File: config.mk
export PLATFORM = sky130hd
export DESIGN_NAME = llc_oram_bridge
export DESIGN_NICKNAME = d
export VERILOG_FILES = /design/src/rtl/llc_oram_bridge_pkg.sv /design/src/rtl/llc_oram_bridge_line_chunk_shifter.sv /design/src/rtl/llc_oram_bridge.sv
export SDC_FILE = /design/constraint.sdc
export NUM_CORES = 1
export LEC_CHECK = 0
export ABC_AREA = 1
export CAP_MARGIN = 20
export CORE_AREA = 10 10 441 443
export CTS_CLUSTER_SIZE = 12
export DETAILED_ROUTE_END_ITERATION = 16
export DIE_AREA = 0 0 451 453
export PLACE_DENSITY_LB_ADDON = 0.1
export SLEW_MARGIN = 20
export SYNTH_ARGS = -nofsm -noshare
export SYNTH_HDL_FRONTEND = slang
export SYNTH_SLANG_ARGS = --single-unit
export TNS_END_PERCENT = 50
File: constraint.sdc
create_clock -name Clock -period 2.3 [get_ports Clock]
set_input_delay 0.345 -clock Clock [delete_from_list [all_inputs] [get_ports Clock]]
set_output_delay 0.345 -clock Clock [all_outputs]
set_load 0.005 [all_outputs]
File: src/rtl/llc_oram_bridge_pkg.sv
// Shared constants for the LLC-to-ORAM bridge: front-end command encodings
// and elaboration-time helpers.
package llc_oram_bridge_pkg;

    localparam logic [1:0] FECMD_Update  = 2'd0;
    localparam logic [1:0] FECMD_Append  = 2'd1;
    localparam logic [1:0] FECMD_Read    = 2'd2;
    localparam logic [1:0] FECMD_ReadRmv = 2'd3;

    function automatic int clog2(input int value);
        int result;
        result = 32'sd0;
        while ((32'sd1 << result) < value) begin
            result = result + 32'sd1;
        end
        return result;
    endfunction

    // Update and Append carry a line to the front end; the others return one.
    function automatic logic isWriteCmd(input logic [1:0] cmd);
        return (cmd == FECMD_Update) || (cmd == FECMD_Append);
    endfunction

endpackage

File: src/rtl/llc_oram_bridge_line_chunk_shifter.sv
// Line-wide register with parallel load and chunk-wide right shift; the low
// chunk is the serial output, the serial input enters at the MSBs.
module line_chunk_shifter #(
    parameter int ORAMB    = 512,
    parameter int FEDWidth = 32
) (
    input  logic                Clock,
    input  logic                Reset,
    input  logic                Load,
    input  logic [ORAMB-1:0]    LoadData,
    input  logic                Shift,
    input  logic [FEDWidth-1:0] ShiftIn,
    output logic [ORAMB-1:0]    Line,
    output logic [FEDWidth-1:0] LowChunk
);

    // Line register: load wins over shift; the concatenate-and-shift form
    // also covers the single-chunk case where nothing of the old line survives.
    always_ff @(posedge Clock) begin
        if (Reset) begin
            Line <= '0;
        end else if (Load) begin
            Line <= LoadData;
        end else if (Shift) begin
            Line <= ORAMB'({ShiftIn, Line} >> FEDWidth);
        end else begin
            Line <= Line;
        end
    end

    assign LowChunk = Line[FEDWidth-1:0];

endmodule

File: src/rtl/llc_oram_bridge.sv
// Bridge between the LLC miss path and the ORAM front end: one command per
// request, write lines serialized into chunks, read chunks reassembled.
module llc_oram_bridge
    import llc_oram_bridge_pkg::*;
#(
    parameter int ORAMU    = 32,
    parameter int ORAMB    = 512,
    parameter int FEDWidth = 32
) (
    input  logic                Clock,
    input  logic                Reset,
    input  logic                ReqValid,
    output logic                ReqReady,
    input  logic [1:0]          ReqCmd,
    input  logic [ORAMU-1:0]    ReqAddr,
    input  logic [ORAMB-1:0]    ReqData,
    output logic                RespValid,
    input  logic                RespReady,
    output logic [ORAMB-1:0]    RespData,
    output logic                CmdInValid,
    input  logic                CmdInReady,
    output logic [1:0]          CmdIn,
    output logic [ORAMU-1:0]    ProgAddrIn,
    output logic                DataInValid,
    input  logic                DataInReady,
    output logic [FEDWidth-1:0] DataIn,
    input  logic                ReturnDataValid,
    output logic                ReturnDataReady,
    input  logic [FEDWidth-1:0] ReturnData
);

    localparam int Chunks     = ORAMB / FEDWidth;
    localparam int CountWidth = (clog2(Chunks) < 32'sd1) ? 32'sd1 : clog2(Chunks);
    localparam logic [CountWidth-1:0] LastCount = CountWidth'(Chunks - 32'sd1);

    if (ORAMB % FEDWidth != 32'sd0) begin : gParamCheck
        $error("llc_oram_bridge: ORAMB must be a multiple of FEDWidth");
    end

    typedef enum logic [2:0] {
        StIdle   = 3'd0,
        StCmd    = 3'd1,
        StWrData = 3'd2,
        StRdData = 3'd3,
        StResp   = 3'd4
    } state_t;

    state_t                  state_r;
    state_t                  nextState_s;
    logic [CountWidth-1:0]   count_r;
    logic                    reqFire_s;
    logic                    cmdFire_s;
    logic                    wrFire_s;
    logic                    rdFire_s;
    logic                    respFire_s;
    logic                    lastChunk_s;
    logic [FEDWidth-1:0]     shiftIn_s;
    logic [ORAMB-1:0]        line_s;
    logic [FEDWidth-1:0]     lowChunk_s;

    // Handshakes are taken from the registered valid/ready outputs.
    assign reqFire_s   = ReqValid & ReqReady;
    assign cmdFire_s   = CmdInValid & CmdInReady;
    assign wrFire_s    = DataInValid & DataInReady;
    assign rdFire_s    = ReturnDataValid & ReturnDataReady;
    assign respFire_s  = RespValid & RespReady;
    assign lastChunk_s = (count_r == LastCount);
    assign shiftIn_s   = rdFire_s ? ReturnData : '0;

    line_chunk_shifter #(
        .ORAMB    (ORAMB),
        .FEDWidth (FEDWidth)
    ) uShifter (
        .Clock    (Clock),
        .Reset    (Reset),
        .Load     (reqFire_s),
        .LoadData (ReqData),
        .Shift    (wrFire_s | rdFire_s),
        .ShiftIn  (shiftIn_s),
        .Line     (line_s),
        .LowChunk (lowChunk_s)
    );

    assign DataIn   = lowChunk_s;
    assign RespData = line_s;

    // Next-state decode.
    always_comb begin
        nextState_s = state_r;
        case (state_r)
            StIdle: begin
                if (reqFire_s) nextState_s = StCmd;
                else           nextState_s = StIdle;
            end
            StCmd: begin
                if (cmdFire_s) nextState_s = isWriteCmd(CmdIn) ? StWrData : StRdData;
                else           nextState_s = StCmd;
            end
            StWrData: begin
                if (wrFire_s && lastChunk_s) nextState_s = StIdle;
                else                         nextState_s = StWrData;
            end
            StRdData: begin
                if (rdFire_s && lastChunk_s) nextState_s = StResp;
                else                         nextState_s = StRdData;
            end
            StResp: begin
                if (respFire_s) nextState_s = StIdle;
                else            nextState_s = StResp;
            end
            default: nextState_s = StIdle;
        endcase
    end

    // State and handshake outputs, registered from the next state so each
    // valid/ready is a flop and all of them read 0 after a reset edge.
    always_ff @(posedge Clock) begin
        if (Reset) begin
            state_r         <= StIdle;
            ReqReady        <= 1'b0;
            CmdInValid      <= 1'b0;
            DataInValid     <= 1'b0;
            ReturnDataReady <= 1'b0;
            RespValid       <= 1'b0;
        end else begin
            state_r         <= nextState_s;
            ReqReady        <= (nextState_s == StIdle);
            CmdInValid      <= (nextState_s == StCmd);
            DataInValid     <= (nextState_s == StWrData);
            ReturnDataReady <= (nextState_s == StRdData);
            RespValid       <= (nextState_s == StResp);
        end
    end

    // Command payload captured on request acceptance.
    always_ff @(posedge Clock) begin
        if (Reset) begin
            CmdIn      <= 2'd0;
            ProgAddrIn <= '0;
        end else if (reqFire_s) begin
            CmdIn      <= ReqCmd;
            ProgAddrIn <= ReqAddr;
        end else begin
            CmdIn      <= CmdIn;
            ProgAddrIn <= ProgAddrIn;
        end
    end

    // Chunk counter; wraps to zero on the last chunk of either direction.
    always_ff @(posedge Clock) begin
        if (Reset) begin
            count_r <= '0;
        end else if (wrFire_s || rdFire_s) begin
            count_r <= lastChunk_s ? '0 : count_r + CountWidth'(1);
        end else begin
            count_r <= count_r;
        end
    end

endmodule

# Word-level counts from Yosys, hierarchy flattened
# Index checks and enable logic that the tools add are counted.
# totals
output_inout_bits	583
regBits	558
elab_cells	46
# classes
mux	11
eq_ne	10
add_sub_neg	1
n_bitwise	6
reduce_logical	8
# ops
op	n
512-bit 2-to-1 mux	2
32-bit 2-to-1 mux	1
3-bit case mux with 5 select lines	1
3-bit by 2-bit equality test with 1-bit output (second input constant)	4
3-bit by 1-bit equality test with 1-bit output (second input constant)	2
3-bit equality test (second input constant)	2
3-bit zero test	2
3-bit 2-to-1 mux	2
1-bit AND	5
4-bit by 1-bit adder with 4-bit output (second input constant)	1
4-bit equality test (second input constant)	1
2-bit 2-to-1 mux	2
4-bit 2-to-1 mux	1
2-bit by 1-bit equality test with 1-bit output (second input constant)	1
1-bit logical AND	2
2-bit zero test	1
1-bit logical OR	2
1-bit 2-to-1 mux	2
2-bit nonzero test	1
1-bit OR	1

# Logic depth before layout (Yosys ltp)
# depth
ltp_word	6
mapped_depth	10

# Hierarchy
# A second synthesis with hierarchy kept.
# hier_totals
cells_unflattened	4666
area_unflattened_um2	27789.2
# by_module_without_submodules
mod	seq_area_each_um2	cells_each	instances	area_per_inst_um2
line_chunk_shifter	10249.8	4378	1	25838.5
llc_oram_bridge	920.9	288	1	1950.6

# Least setup slack after synthesis
# OpenSTA, ideal clock, no wires.
# synth_timing
kind	input to register
startpoint	input DataInReady
endpoint	register uShifter.Line[471]
setup_slack_ns	0.804
n_path_buf	4
arrival_ns	1.380
cell_stages	10
setup_time_ns	0.116
path_cell_list	nand2_1 nand2_2 nor2_4 buf_6 inv_2 buf_6 buf_6 buf_2 nor2_1 nor2_1
# synth_via
elab_chain_len	3
# synth_lines
item	line	rtl
from (decl)	llc_oram_bridge.sv:25	input logic DataInReady,
1-bit AND	llc_oram_bridge.sv:64	assign wrFire_s = DataInValid & DataInReady;
1-bit OR	llc_oram_bridge.sv:78	.Shift (wrFire_s | rdFire_s),
2-bit nonzero test (no line)	--	
to (signal assigned)	llc_oram_bridge_line_chunk_shifter.sv:23	Line <= LoadData;
to (signal assigned)	llc_oram_bridge_line_chunk_shifter.sv:25	Line <= ORAMB'({ShiftIn, Line} >> FEDWidth);
to (signal assigned)	llc_oram_bridge_line_chunk_shifter.sv:27	Line <= Line;
to (decl)	llc_oram_bridge_line_chunk_shifter.sv:13	output logic [ORAMB-1:0] Line,
# Every way passes these cells.
# A chain may end at the register's enable or synchronous reset.

# Final worst setup path
# layout_timing
startpoint	register uShifter.Line[251]
endpoint	output RespData[251]
# layout_lines
item	line	rtl
to (decl)	llc_oram_bridge.sv:19	output logic [ORAMB-1:0] RespData,
# No word-level cell between the ends.

==> impl_metrics.py <==
metrics = {
    "status": {
        "outcome": "finished, final reports clean",
    },
    "synthesis": {
        "ys_seq_area_frac": 0.439,
        "synth.avg_cell_area_um2": 6.27,
        "syn_inst": 4061,
        "synth.distinct_cells": 23,
        "synth-seq-cells": 558,
        "syn-num-nets": 4647,
        "syn_area_mm2": 0.0254,
        "synth_warnings": 0,
    },
    "cells_and_area": {
        "synthToLayoutAreaGrowth_pct": 70.5,
        "mostFrequentLayoutCell": "nand2_1",
        "layout_common_cells": "nand2_1 (1552), clkdlybuf4s50_1 (1153), nor2_1 (1044)",
        "drive_gt1_frac": 0.0596,
        "design_area_mm2": 0.0434,
        "fillers": 21200,
        "fin_nets": 5748,
    },
    "power_and_ir_drop": {
        "finalPower_w": 0.0325,
        "powerDensity_mw_per_mm2": 749,
        "ir_drop_mv": 0.508,
        "p_leak_nw": 17.9,
    },
    "clock_network": {
        "cts.sinks": 558,
        "root_buffer": "clkbuf_16",
        "clockBufferDepth": 3,
        "post_cts_buffers": 0,
        "cts_hold_buf": 0,
        "clk_pin_slew_ps": 60,
        "htreeDepth": 3,
        "tritoncts": "built",
        "clk-insertion-delay-late_ps": 690,
        "cts_buffers": 80,
    },
    "floorplanning": {
        "core_area_mm2": 0.185,
        "rows": 158,
        "die_x_um": 451,
        "start_util": 0.138,
        "die_h_um": 453,
        "die-area_mm2": 0.204,
        "pin_count": 1168,
    },
    "min_path": {
        "hold_path.class": "input pin to flop",
    },
    "detailed_routing": {
        "drt_wl_total_um": 188000,
        "firstDrtPassIters": 5,
        "wl_per_cell_um": 24.4,
        "vias": 29800,
        "drcViolationCount": 0,
        "drtAntennaViolNets": 0,
        "drtIter0Drc": 1342,
        "viasPerCell": 3.86,
    },
    "global_routing": {
        "grt_usage": 0.175,
        "grt_pass1_vias": 30500,
        "antenna_found_initial": 54,
        "grt_pass1_wl_um": 254000,
        "grt_max_degree": 78,
        "gr-total-overflow": 0,
    },
    "sta": {
        "fin_crit_ps": 2230,
        "max_slew_margin": 0.628,
        "max_freq_ghz": 0.449,
        "hold_violations": 0,
        "setup_viol": 0,
        "post-route-period-util": 0.968,
        "worstMarginPinSlew_ps": 559,
        "tns_ps": 0,
        "rsz0062_at_grt": "false",
        "drv_slew": 0,
        "skew_ps": 16.6,
    },
    "critical_path": {
        "path_cells": "clkdlybuf4s50_1",
        "worstSetupPathType": "flop to output port",
        "crit_required_ps": 1960,
        "path_delay_family": "buffers and inverters",
        "cp.arrival_ps": 1880,
        "reg2reg_setup_slack_ps": 310,
        "slowest_delay_ps": 640,
        "cp-start-kind": "flop",
        "cp_max_fo": 3,
        "worstSetupEndpointType": "output port",
        "cp_num_buf_inv": 1,
        "crit_slowest_cell": "clkdlybuf4s50_1",
    },
    "place": {
        "placed_area_mm2": 0.0408,
        "port_buffers": 1167,
        "place_congestion": 0.855,
        "dp_hpwl_um": 152000,
    },
    "job": {
        "max_cap_viol_count": 0,
    },
}
## registers in the layout (all words and copies together), names as in the netlist
name and cells:
state_r 3, CmdInValid 1, CmdIn 2, uShifter.Line 512, count_r 4, DataInValid 1
RespValid 1, ReqReady 1, ProgAddrIn 32, ReturnDataReady 1
## cells by family (layout without fill, tap and decap cells)
| kind of cell | Yosys count | in the layout | synth area share |
|---|---|---|---|
| adder cells (fa/ha/maj) | 1 | 1 | 0.000492 |
| other | 0 | 20 | 0 |
| AND/OR/NAND/NOR | 2611 | 2611 | 0.386 |
| AO/OA/AOI/OAI | 556 | 556 | 0.111 |
| flip-flops | 558 | 558 | 0.439 |
| buffers and inverters | 335 | 1495 | 0.0632 |
## stage by stage
stage          cells  hold slack (ps)   util  setup WS, ps
2_1_floorplan   4061              460      -           804
3_5_place_dp    7560              470  0.220          -245
5_1_grt         7717              178  0.234          34.8
4_1_cts         7701              131  0.234         0.827
3_3_place_gp    7560              464  0.220          -240
6_report        7721              236  0.234          72.6
## layout make-up
class | count | area [µm²] | area share
well taps | 2480 | 3100 | 0.0715
clock inverters | 18 | 129 | 0.00297
clock buffers | 123 | 2440 | 0.0562
diodes | 20 | 50.0 | 0.00115
repair buffers | 1341 | 13700 | 0.317
inverters | 13 | 71.3 | 0.00164
multi-input cells | 3168 | 12700 | 0.292
flip-flops and latches | 558 | 11200 | 0.258
## worst register-to-register path, cell delays in order (launching register included)
cell and delay [ps]:
dfxtp_2 430, nand2_2 160, nand2_2 130, nor2_4 50, buf_12 140, buf_12 190
buf_4 210, o21ai_0 450, nor2_1 100
## metal layers
layer | share of wire | vias up | GRT usage
met2 | 0.52 | 786 | 0.321
li1 | - | 14800 | -
met4 | 0.020 | 16 | 0.0487
met5 | 0.00045 | - | 0
met1 | 0.39 | 14000 | 0.192
met3 | 0.066 | 184 | 0.0539
## cell usage after synthesis
master,n,area share
nor2_1,1045,0.15
ha_1,1,0.00049
buf_1,12,0.0018
nand2_1,1553,0.23
o21ai_0,509,0.10
a31oi_1,32,0.0079
clkinv_1,1,0.00015
buf_4,32,0.0094
inv_2,2,0.00030
buf_6,14,0.0062
o21ai_1,10,0.0020
clkbuf_1,163,0.024
nor2_4,1,0.00044
a21oi_1,5,0.00098
dfxtp_1,558,0.44
or2_2,1,0.00025
nand4_1,2,0.00049
and3_1,1,0.00025
nand3_1,4,0.00079
nand2_2,2,0.00049
inv_1,10,0.0015
buf_2,101,0.020
nor3_1,2,0.00039
## power by group
| part | internal (W) | total [W] | switching [W] |
|---|---|---|---|
| logic | 0.00405 | 0.00826 | 0.00422 |
| registers | 0.0106 | 0.0117 | 0.00104 |
| clock network | 0.00737 | 0.0126 | 0.00523 |
## repair_timing
action                     CTS  global route
setup endpoints to repair   22             1
cloned                       0             0
resized for setup           21             1
## worst paths after layout
path,depth (start not counted),startpoint,endpoint
setup / recovery,1,uShifter.Line[251],RespData[251]
hold / removal,3,ReqData[480],uShifter.Line[480]
setup reg to reg,8,ReturnDataReady,uShifter.Line[248]
hold reg to reg,2,ProgAddrIn[12],ProgAddrIn[12]
Power figures use the tool's default switching activity.
